===== src/rtl/croc_seq_pkg.sv =====
// Shared types and default timing constants for the croc run sequencer.
package croc_seq_pkg;

    // Campaign controller states.
    typedef enum logic [2:0] {
        IDLE  = 3'd0,
        RESET = 3'd1,
        BOOT  = 3'd2,
        RUN   = 3'd3,
        DONE  = 3'd4
    } seq_state_e;

    // Default phase lengths, in SoC clock cycles.
    localparam int unsigned DefRstHoldCycles  = 16;
    localparam int unsigned DefBootWaitCycles = 8;
    localparam int unsigned DefTimeoutCycles  = 1048576;

endpackage


===== src/rtl/croc_seq_timer.sv =====
// Loadable up-counter with terminal-value compare, shared by the RESET,
// BOOT and RUN phases. Load has priority over enable.
module croc_seq_timer #(
    parameter int unsigned Width = 32
) (
    input  logic             clk_i,
    input  logic             rst_i,
    input  logic             load_i,
    input  logic [Width-1:0] load_val_i,
    input  logic             en_i,
    input  logic [Width-1:0] term_i,
    output logic [Width-1:0] cnt_o,
    output logic             hit_o
);

    logic [Width-1:0] cnt_q;

    // Count register: clear on reset, load a start value, or step by one.
    always_ff @(posedge clk_i) begin
        if (rst_i) begin
            cnt_q <= '0;
        end else if (load_i) begin
            cnt_q <= load_val_i;
        end else if (en_i) begin
            cnt_q <= cnt_q + 1'b1;
        end
    end

    assign cnt_o = cnt_q;
    assign hit_o = (cnt_q == term_i);

endmodule


===== src/rtl/croc_run_sequencer.sv =====
// Autonomous campaign controller for croc_soc: repeatedly resets, boots and
// runs the SoC, then records pass/fail/timeout statistics for VIO probes.
// Handshake: start_i is a level sampled only in IDLE (accepted when abort_i
// is low); abort_i is sampled every cycle and wins over everything outside
// IDLE; status_i/result_i are sampled only in RUN; done_o pulses for one
// cycle when a campaign completes normally.
module croc_run_sequencer
    import croc_seq_pkg::*;
#(
    parameter int unsigned RstHoldCycles  = DefRstHoldCycles,
    parameter int unsigned BootWaitCycles = DefBootWaitCycles,
    parameter int unsigned TimeoutCycles  = DefTimeoutCycles,
    parameter int unsigned CountWidth     = 16,
    parameter int unsigned CycleWidth     = 32
) (
    input  logic                  clk_i,
    input  logic                  rst_i,
    input  logic                  start_i,
    input  logic                  abort_i,
    input  logic [CountWidth-1:0] run_count_i,
    input  logic                  status_i,
    input  logic                  result_i,
    output logic                  soc_rst_no,
    output logic                  soc_fetch_en_o,
    output logic                  busy_o,
    output logic                  done_o,
    output logic [CountWidth-1:0] pass_cnt_o,
    output logic [CountWidth-1:0] fail_cnt_o,
    output logic [CountWidth-1:0] timeout_cnt_o,
    output logic [CycleWidth-1:0] last_cycles_o,
    output logic [2:0]            dbg_state_o
);

    localparam logic [CycleWidth-1:0] RstTerm     = CycleWidth'(RstHoldCycles);
    localparam logic [CycleWidth-1:0] BootTerm    = CycleWidth'(BootWaitCycles);
    localparam logic [CycleWidth-1:0] TimeoutTerm = CycleWidth'(TimeoutCycles);
    localparam logic [CycleWidth-1:0] TimerStart  = CycleWidth'(1);

    seq_state_e            state_q;
    logic                  soc_rst_n_q;
    logic                  fetch_en_q;
    logic                  busy_q;
    logic                  done_q;
    logic [CountWidth-1:0] count_q;
    logic [CountWidth-1:0] runs_done_q;
    logic [CountWidth-1:0] pass_q;
    logic [CountWidth-1:0] fail_q;
    logic [CountWidth-1:0] timeout_q;
    logic [CycleWidth-1:0] last_cycles_q;

    logic                  tmr_load;
    logic                  tmr_en;
    logic [CycleWidth-1:0] tmr_term;
    logic [CycleWidth-1:0] tmr_cnt;
    logic                  tmr_hit;
    logic [CountWidth-1:0] runs_done_d;

    croc_seq_timer #(
        .Width(CycleWidth)
    ) u_timer (
        .clk_i      (clk_i),
        .rst_i      (rst_i),
        .load_i     (tmr_load),
        .load_val_i (TimerStart),
        .en_i       (tmr_en),
        .term_i     (tmr_term),
        .cnt_o      (tmr_cnt),
        .hit_o      (tmr_hit)
    );

    // Timer control: the counter reads 1 in the first cycle of every timed
    // phase, so it is reloaded whenever a phase ends and in all untimed states.
    always_comb begin
        tmr_load    = 1'b1;
        tmr_en      = 1'b0;
        tmr_term    = '0;
        runs_done_d = runs_done_q + 1'b1;
        case (state_q)
            RESET: begin
                tmr_term = RstTerm;
                tmr_load = tmr_hit;
                tmr_en   = ~tmr_hit;
            end
            BOOT: begin
                tmr_term = BootTerm;
                tmr_load = tmr_hit;
                tmr_en   = ~tmr_hit;
            end
            RUN: begin
                tmr_term = TimeoutTerm;
                tmr_load = status_i | tmr_hit;
                tmr_en   = ~(status_i | tmr_hit);
            end
            default: ;
        endcase
    end

    // Campaign FSM with registered SoC controls and statistics counters.
    always_ff @(posedge clk_i) begin
        if (rst_i) begin
            state_q       <= IDLE;
            soc_rst_n_q   <= 1'b0;
            fetch_en_q    <= 1'b0;
            busy_q        <= 1'b0;
            done_q        <= 1'b0;
            count_q       <= '0;
            runs_done_q   <= '0;
            pass_q        <= '0;
            fail_q        <= '0;
            timeout_q     <= '0;
            last_cycles_q <= '0;
        end else begin
            done_q <= 1'b0;
            if (abort_i && (state_q != IDLE)) begin
                // Abort drops straight to IDLE with the SoC held in reset;
                // statistics are kept for inspection.
                state_q     <= IDLE;
                soc_rst_n_q <= 1'b0;
                fetch_en_q  <= 1'b0;
                busy_q      <= 1'b0;
            end else begin
                case (state_q)
                    IDLE: begin
                        if (start_i && !abort_i) begin
                            count_q       <= run_count_i;
                            runs_done_q   <= '0;
                            pass_q        <= '0;
                            fail_q        <= '0;
                            timeout_q     <= '0;
                            last_cycles_q <= '0;
                            busy_q        <= 1'b1;
                            if (run_count_i == '0) begin
                                state_q <= DONE;
                                done_q  <= 1'b1;
                            end else begin
                                state_q <= RESET;
                            end
                        end
                    end
                    RESET: begin
                        if (tmr_hit) begin
                            state_q     <= BOOT;
                            soc_rst_n_q <= 1'b1;
                        end
                    end
                    BOOT: begin
                        if (tmr_hit) begin
                            state_q    <= RUN;
                            fetch_en_q <= 1'b1;
                        end
                    end
                    RUN: begin
                        if (status_i || tmr_hit) begin
                            // Completion takes precedence over a timeout
                            // landing in the same cycle.
                            if (status_i) begin
                                last_cycles_q <= tmr_cnt;
                                if (result_i) begin
                                    pass_q <= pass_q + 1'b1;
                                end else begin
                                    fail_q <= fail_q + 1'b1;
                                end
                            end else begin
                                last_cycles_q <= TimeoutTerm;
                                fail_q        <= fail_q + 1'b1;
                                timeout_q     <= timeout_q + 1'b1;
                            end
                            runs_done_q <= runs_done_d;
                            soc_rst_n_q <= 1'b0;
                            fetch_en_q  <= 1'b0;
                            if (runs_done_d == count_q) begin
                                state_q <= DONE;
                                done_q  <= 1'b1;
                            end else begin
                                state_q <= RESET;
                            end
                        end
                    end
                    DONE: begin
                        state_q <= IDLE;
                        busy_q  <= 1'b0;
                    end
                    default: begin
                        state_q     <= IDLE;
                        soc_rst_n_q <= 1'b0;
                        fetch_en_q  <= 1'b0;
                        busy_q      <= 1'b0;
                    end
                endcase
            end
        end
    end

    assign soc_rst_no     = soc_rst_n_q;
    assign soc_fetch_en_o = fetch_en_q;
    assign busy_o         = busy_q;
    assign done_o         = done_q;
    assign pass_cnt_o     = pass_q;
    assign fail_cnt_o     = fail_q;
    assign timeout_cnt_o  = timeout_q;
    assign last_cycles_o  = last_cycles_q;
    assign dbg_state_o    = state_q;

endmodule


===== config.mk =====
export PLATFORM = sky130hd
export DESIGN_NAME = croc_run_sequencer
export DESIGN_NICKNAME = d
export VERILOG_FILES = /design/src/rtl/croc_seq_pkg.sv /design/src/rtl/croc_seq_timer.sv /design/src/rtl/croc_run_sequencer.sv
export SDC_FILE = /design/constraint.sdc
export NUM_CORES = 1
export LEC_CHECK = 0
export ABC_AREA = 1
export BUFFER_PORTS_ARGS = -buffer_cell sky130_fd_sc_hd__buf_2
export CAP_MARGIN = 40
export CORE_ASPECT_RATIO = 1.5
export CORE_UTILIZATION = 45
export DETAILED_ROUTE_END_ITERATION = 16
export HOLD_SLACK_MARGIN = 0.08
export SLEW_MARGIN = 20
export SYNTH_ARGS = -nofsm -noshare
export SYNTH_HDL_FRONTEND = slang
export SYNTH_SLANG_ARGS = --single-unit

===== constraint.sdc =====
create_clock -name clk_i -period 5.6 [get_ports clk_i]
set_input_delay 1.12 -clock clk_i [delete_from_list [all_inputs] [get_ports clk_i]]
set_output_delay 1.12 -clock clk_i [all_outputs]
set_load 0.05 [all_outputs]

==> results.toml, run 1 <==
[clock_tree]
post-cts-setup-buffers = 0
numCtsBuffers = 17
cts_root_buffer = "clkbuf_16"
cts_num_sinks = 151
tritoncts = "yes"
path_clk_slew_ns = 0.06
htree_levels = 4
clk_path_buf_depth = 2
cts_hold_buf = 0
clk_latency_ns = 0.43
cts_resized = 0

[layout]
final_cell_area_sq_um = 9540
layout.nets = 1368
multi_input_area_sq_um = 4600
fin_cells = 1569
synthToLayoutAreaGrowth_pct = 14.3
layout-drive-gt1-share_pct = 12.8
nFillCells = 1884
ff_latch_area_sq_um = 3020
insertedDiodeCount = 0

[placement]
place.gp.congestion = 0.879
port_buffers = 108
place_inst = 1538
dp_hpwl_microns = 16600
place_area_sq_um = 8980

[critical_path]
start_kind = "register"
worstSetupPathType = "reg -> reg"
cp.required_ns = 5.92
endpoint_kind = "register"
cp.arrival_ns = 3.60
cp_max_fo = 91

[pwr]
power_density_nw_per_um2 = 333
comb_power_share_pct = 25.8
p_sw_w = 0.00118
seqPwrFrac_pct = 39.1
p_clk_share_pct = 35.1
ir_drop_uv = 214
power.share.switching_pct = 37.1
p_int_w = 0.00200
p_leak_nw = 3.56

[sta]
worst_pin_slew_ns = 0.734
fin_crit_sh_pct = 58.6
fin_tns_setup_ns = 0
clock.fmax_mhz = 305
fin_crit_ns = 3.28
slew_violations = 0
finalClockSkew_ns = 0.0105
slew_headroom_pct = 51.1
finalSetupViolCount = 0
rsz0062_at_grt = "no"
finalHoldViolCount = 0

[route]
wl_microns = 23400
drt_iter0_drc = 443
vias = 8415
dr.pass1.iters = 5
drc = 0
wl_per_cell_microns = 14.9
drtAntennaViolNets = 0
viasPerCell = 5.36

[synth]
syn_nets = 1290
synth_largest_area_cell = "dfxtp_1"
avgSynthCellArea_sq_um = 6.61
synth_area_sq_um = 8340
ys_ff_latch = 151
synth.distinct_cells = 39
yosysSeqAreaShare_pct = 36.2
netlist_instances = 1262
synth_area_leaders = "dfxtp_1, nand2_1, a21oi_1, nand3_1, nor2_1"
ys.warnings.count = 0
synth_edf_count = 0
ys_async_sr_fraction_pct = 0
synth.top_cell.area_share_pct = 36.2
ys.flop_type = "dfxtp_1"

[global_route]
grt_pass1_wl_microns = 38600
grt_overflow = 0
grt_pass1_vias = 8053
grt_usage_pct = 25.4
grt_max_degree = 92
antenna_found_initial = 0

[floorplanning]
placementRows = 60
die_x_microns = 113
die_h_microns = 169
core_sq_um = 18000
initial_core_util_pct = 46.3
io_pins = 109
design.die.area_sq_um = 19100

[run]
cap_viol_max_count = 0

[run_status]
outcome = "finished clean"

[min_path]
hold_class = "reg -> reg"
[cell families after synthesis]
| kind of cell | after synthesis | synth area share [%] |
|---|---|---|
| DFF | 151 | 36.2 |
| buffers and inverters | 178 | 8.62 |
| adders and majority gates | 6 | 0.900 |
| xor gates and xnor gates | 52 | 5.64 |
| and+or+nand+nor | 670 | 36.0 |
| AOI/OAI and AO/OA | 205 | 12.6 |
[Yosys cell counts (6+ instances only)]
cell      instances
a21oi_1         142
buf_2            12
clkbuf_1         33
dfxtp_1         151
ha_1              6
inv_1           117
nand2_1         273
nand3_1         142
nand3_2          13
nand4_1          30
nor2_1          145
nor3_1           35
nor4_1            8
o21ai_0          50
xor2_1           47
[layer usage]
metal	vias up	wire [microns]	GRT usage, %
met5	-	0	0
met3	48	650	3.80
met2	171	12500	48.8
li1	4322	-	-
met1	3874	9550	26.7
met4	0	728	11.9
[registers in the layout, indices dropped and copies added (netlist names)]
name	count
timeout_cnt_o	16
last_cycles_o	32
count_q	16
done_o	1
u_timer.cnt_o	32
soc_rst_no	1
runs_done_q	16
busy_o	1
soc_fetch_en_o	1
pass_cnt_o	16
fail_cnt_o	16
dbg_state_o	3
[final cells by class]
type	instances	area share [%]
multi-input combinational	933	48.2
sequential	151	31.7
timing repair buffer	114	6.43
inverter	123	4.91
clock buffer	19	4.54
tap	217	2.85
clock inverter	12	1.35
[per-stage QoR]
step	hold WS [ns]	setup slack [ns]	power [W]	utilization, %
after detailed placement	0.452	2.05	0.00209	49.8
after floorplan	0.438	3.28	0.00192	-
final	0.457	2.32	0.00318	52.9
after global routing	0.481	1.94	0.00336	52.9
after global placement	0.452	2.01	0.00208	49.6
after CTS	0.462	2.29	0.00321	52.9
[power by group through the flow]
stage          Combinational, W  Sequential (W)  Clock (W)
2_1_floorplan          0.000631         0.00129          0
3_3_place_gp           0.000819         0.00127          0
3_5_place_dp           0.000823         0.00127          0
4_1_cts                0.000827         0.00124    0.00114
5_1_grt                0.000917         0.00126    0.00119
6_report               0.000820         0.00124    0.00112
[critical path, stage by stage, from the launching register on]
cell,delay (ns)
dfxtp_1,0.43
nor2_1,0.14
nand2_1,0.06
nor2_1,0.22
nand3_1,0.13
nor2_1,0.14
nand3_2,0.15
nand3_2,0.17
nand2_4,0.35
inv_6,0.71
nand2_2,0.39
nor2_1,0.18
nor2_1,0.06
[cell usage in the layout, fill, tap and decap left out, types with 2 or more instances in the layout]
| cell type | count |
|---|---|
| xor2_1 | 47 |
| buf_4 | 4 |
| a21oi_1 | 142 |
| a211oi_1 | 2 |
| nor3b_1 | 5 |
| o22ai_1 | 2 |
| and3_1 | 2 |
| xnor2_1 | 4 |
| o21bai_1 | 3 |
| ha_1 | 6 |
| bufinv_16 | 2 |
| inv_2 | 4 |
| inv_1 | 117 |
| nand3b_1 | 5 |
| nand2_1 | 273 |
| nor3_1 | 35 |
| inv_6 | 2 |
| clkinv_2 | 5 |
| nand4_1 | 30 |
| nand3_2 | 13 |
| clkbuf_1 | 2 |
| nand3_1 | 142 |
| dfxtp_1 | 151 |
| clkbuf_16 | 17 |
| clkinv_4 | 2 |
| o21ai_0 | 50 |
| nor2_2 | 4 |
| buf_2 | 108 |
| a31oi_1 | 3 |
| nor4_1 | 8 |
| clkinvlp_4 | 3 |
| nand2_2 | 4 |
| nor2_1 | 145 |
[final timing paths]
path,startpoint,end,slack [ns],depth (start not counted)
max,u_timer.cnt_o[18],pass_cnt_o[0],2.32,12
min,soc_fetch_en_o,soc_fetch_en_o,0.46,2
max reg2reg,u_timer.cnt_o[18],pass_cnt_o[0],2.32,12
min reg2reg,soc_fetch_en_o,soc_fetch_en_o,0.46,2
Power figures use the tool's default switching activity.
==> run 2, diff against run 1 <==
- clock period: 5.6 -> 3.05 ns (I/O delays scaled with it)
==> run 2 against run 1 <==
Fmax increased by 30%. Via count grew 0.27%. Cell count up 0.57%. Critical path type unchanged. Critical endpoint is now u_timer.cnt_o[20].
==> results.toml, run 2 (synthesized netlist as in run 1, its figures left out) <==
[global_route]
antenna_found_initial = 0
grt_pass1_wl_microns = 39400
grt_max_degree = 57
grt_pass1_vias = 8070
grt_overflow = 0
grt_usage_pct = 26.0

[sta]
worst_pin_slew_ns = 0.704
finalClockSkew_ns = 0.00873
clock.fmax_mhz = 396
finalHoldViolCount = 0
whs_ns = 0.427
fin_crit_sh_pct = 82.7
finalSetupViolCount = 0
slew_violations = 0
slew_headroom_pct = 52.7
rsz0062_at_grt = "no"
fin_tns_setup_ns = 0
fin_crit_ns = 2.52

[route]
wl_per_cell_microns = 15.2
drtAntennaViolNets = 0
viasPerCell = 5.35
dr.pass1.iters = 5
drt_iter0_drc = 509
vias = 8438
drc = 0
wl_microns = 23900

[floorplanning]
placementRows = 60
die_h_microns = 169
initial_core_util_pct = 46.3
io_pins = 109
design.die.area_sq_um = 19100
die_x_microns = 113
core_sq_um = 18000

[critical_path]
cp_max_fo = 22
worstSetupPathType = "reg -> reg"
cp.arrival_ns = 2.87
path_cells = "inv_2, nand3_4, clkinv_2, o22ai_1, nor2_2, nand3_2, nand2_2, buf_4, nor2_2, inv_2, nor3b_1"
endpoint_kind = "register"
critPathMaxStageDelay_ns = 0.43
cp.required_ns = 3.40
start_kind = "register"
critPathSlowestCell = "dfxtp_1"

[placement]
port_buffers = 108
place.gp.congestion = 0.936
dp_hpwl_microns = 17300
place_inst = 1546

[clock_tree]
numCtsBuffers = 17
tritoncts = "yes"
htree_levels = 4
clk_path_buf_depth = 2
cts_num_sinks = 151
post-cts-setup-buffers = 0
cts_root_buffer = "clkbuf_16"
path_clk_slew_ns = 0.07
cts_hold_buf = 0
cts_resized = 0
clk_latency_ns = 0.43

[layout]
nFillCells = 1906
synthToLayoutAreaGrowth_pct = 15.1
fin_cells = 1578
layout_common_cells = "nand2_1, dfxtp_1, nor2_1, nand3_1, a21oi_1"
insertedDiodeCount = 0
layout-drive-gt1-share_pct = 13.5
multi_input_area_sq_um = 4600
final_common_cell = "nand2_1"
ff_latch_area_sq_um = 3020
layout.nets = 1376

[run_status]
outcome = "finished clean"

[pwr]
ir_drop_uv = 692
power_density_nw_per_um2 = 624
p_leak_nw = 3.60

[run]
cap_viol_max_count = 0

[min_path]
hold_class = "in -> reg"
## run 2: cell count changes in the layout (fill, tap and decap cells not counted), sizes merged
cell    before  now
clkinv       7    6
inv        123  125
buf        114  122
## run 2: final timing paths
path / startpoint / endpoint / slack (ns) / depth (start not counted)
setup / recovery: dbg_state_o[2] / u_timer.cnt_o[20] / 0.53 / 11
hold reg to reg: last_cycles_o[30] / last_cycles_o[30] / 0.46 / 2
hold / removal: run_count_i[11] / count_q[11] / 0.43 / 3
setup reg to reg: dbg_state_o[2] / u_timer.cnt_o[20] / 0.53 / 11
## run 2: routing by layer
layer | vias to the layer above | share of wire (%) | global-route usage (%)
li1 | 4326 | - | -
met1 | 3898 | 40 | 27.9
met2 | 164 | 54 | 49.4
met3 | 50 | 2.6 | 3.76
met4 | 0 | 3.6 | 12.0
met5 | - | 0 | 0
## run 2: final cells by class
type	instances	share of cell area [%]
inverter	123	4.87
timing repair buffer	122	6.72
tap	217	2.83
sequential	151	31.5
clock inverter	13	1.51
multi-input combinational	933	47.9
clock buffer	19	4.71
## run 2: through the flow
stage | utilization (%) | instance area, sq um | power, W | setup slack (ns)
final | 53.3 | 9610 | 0.00600 | 0.527
after detailed placement | 50.0 | 9010 | 0.00390 | 0.509
after global routing | 53.3 | 9610 | 0.00635 | 0.250
after global placement | 50.0 | 9010 | 0.00389 | 0.466
after CTS | 53.3 | 9610 | 0.00605 | 0.500
after floorplan | - | 8340 | 0.00353 | 0.864
## run 2: critical path: cells and delay by family (launching register included)
family	cells	cell delay, ns
flip-flops	1	0.43
buffers and inverters	4	0.78
AO/OA/AOI/OAI	1	0.18
AND/OR/NAND/NOR	6	1.05
## run 2: where the power goes
group / internal, W / switching (W) / total (W)
clock: 0.00126 / 0.000886 / 0.00214
combinational: 0.000415 / 0.00115 / 0.00157
sequential: 0.00211 / 0.000171 / 0.00228
total: 0.00378 / 0.00221 / 0.00600
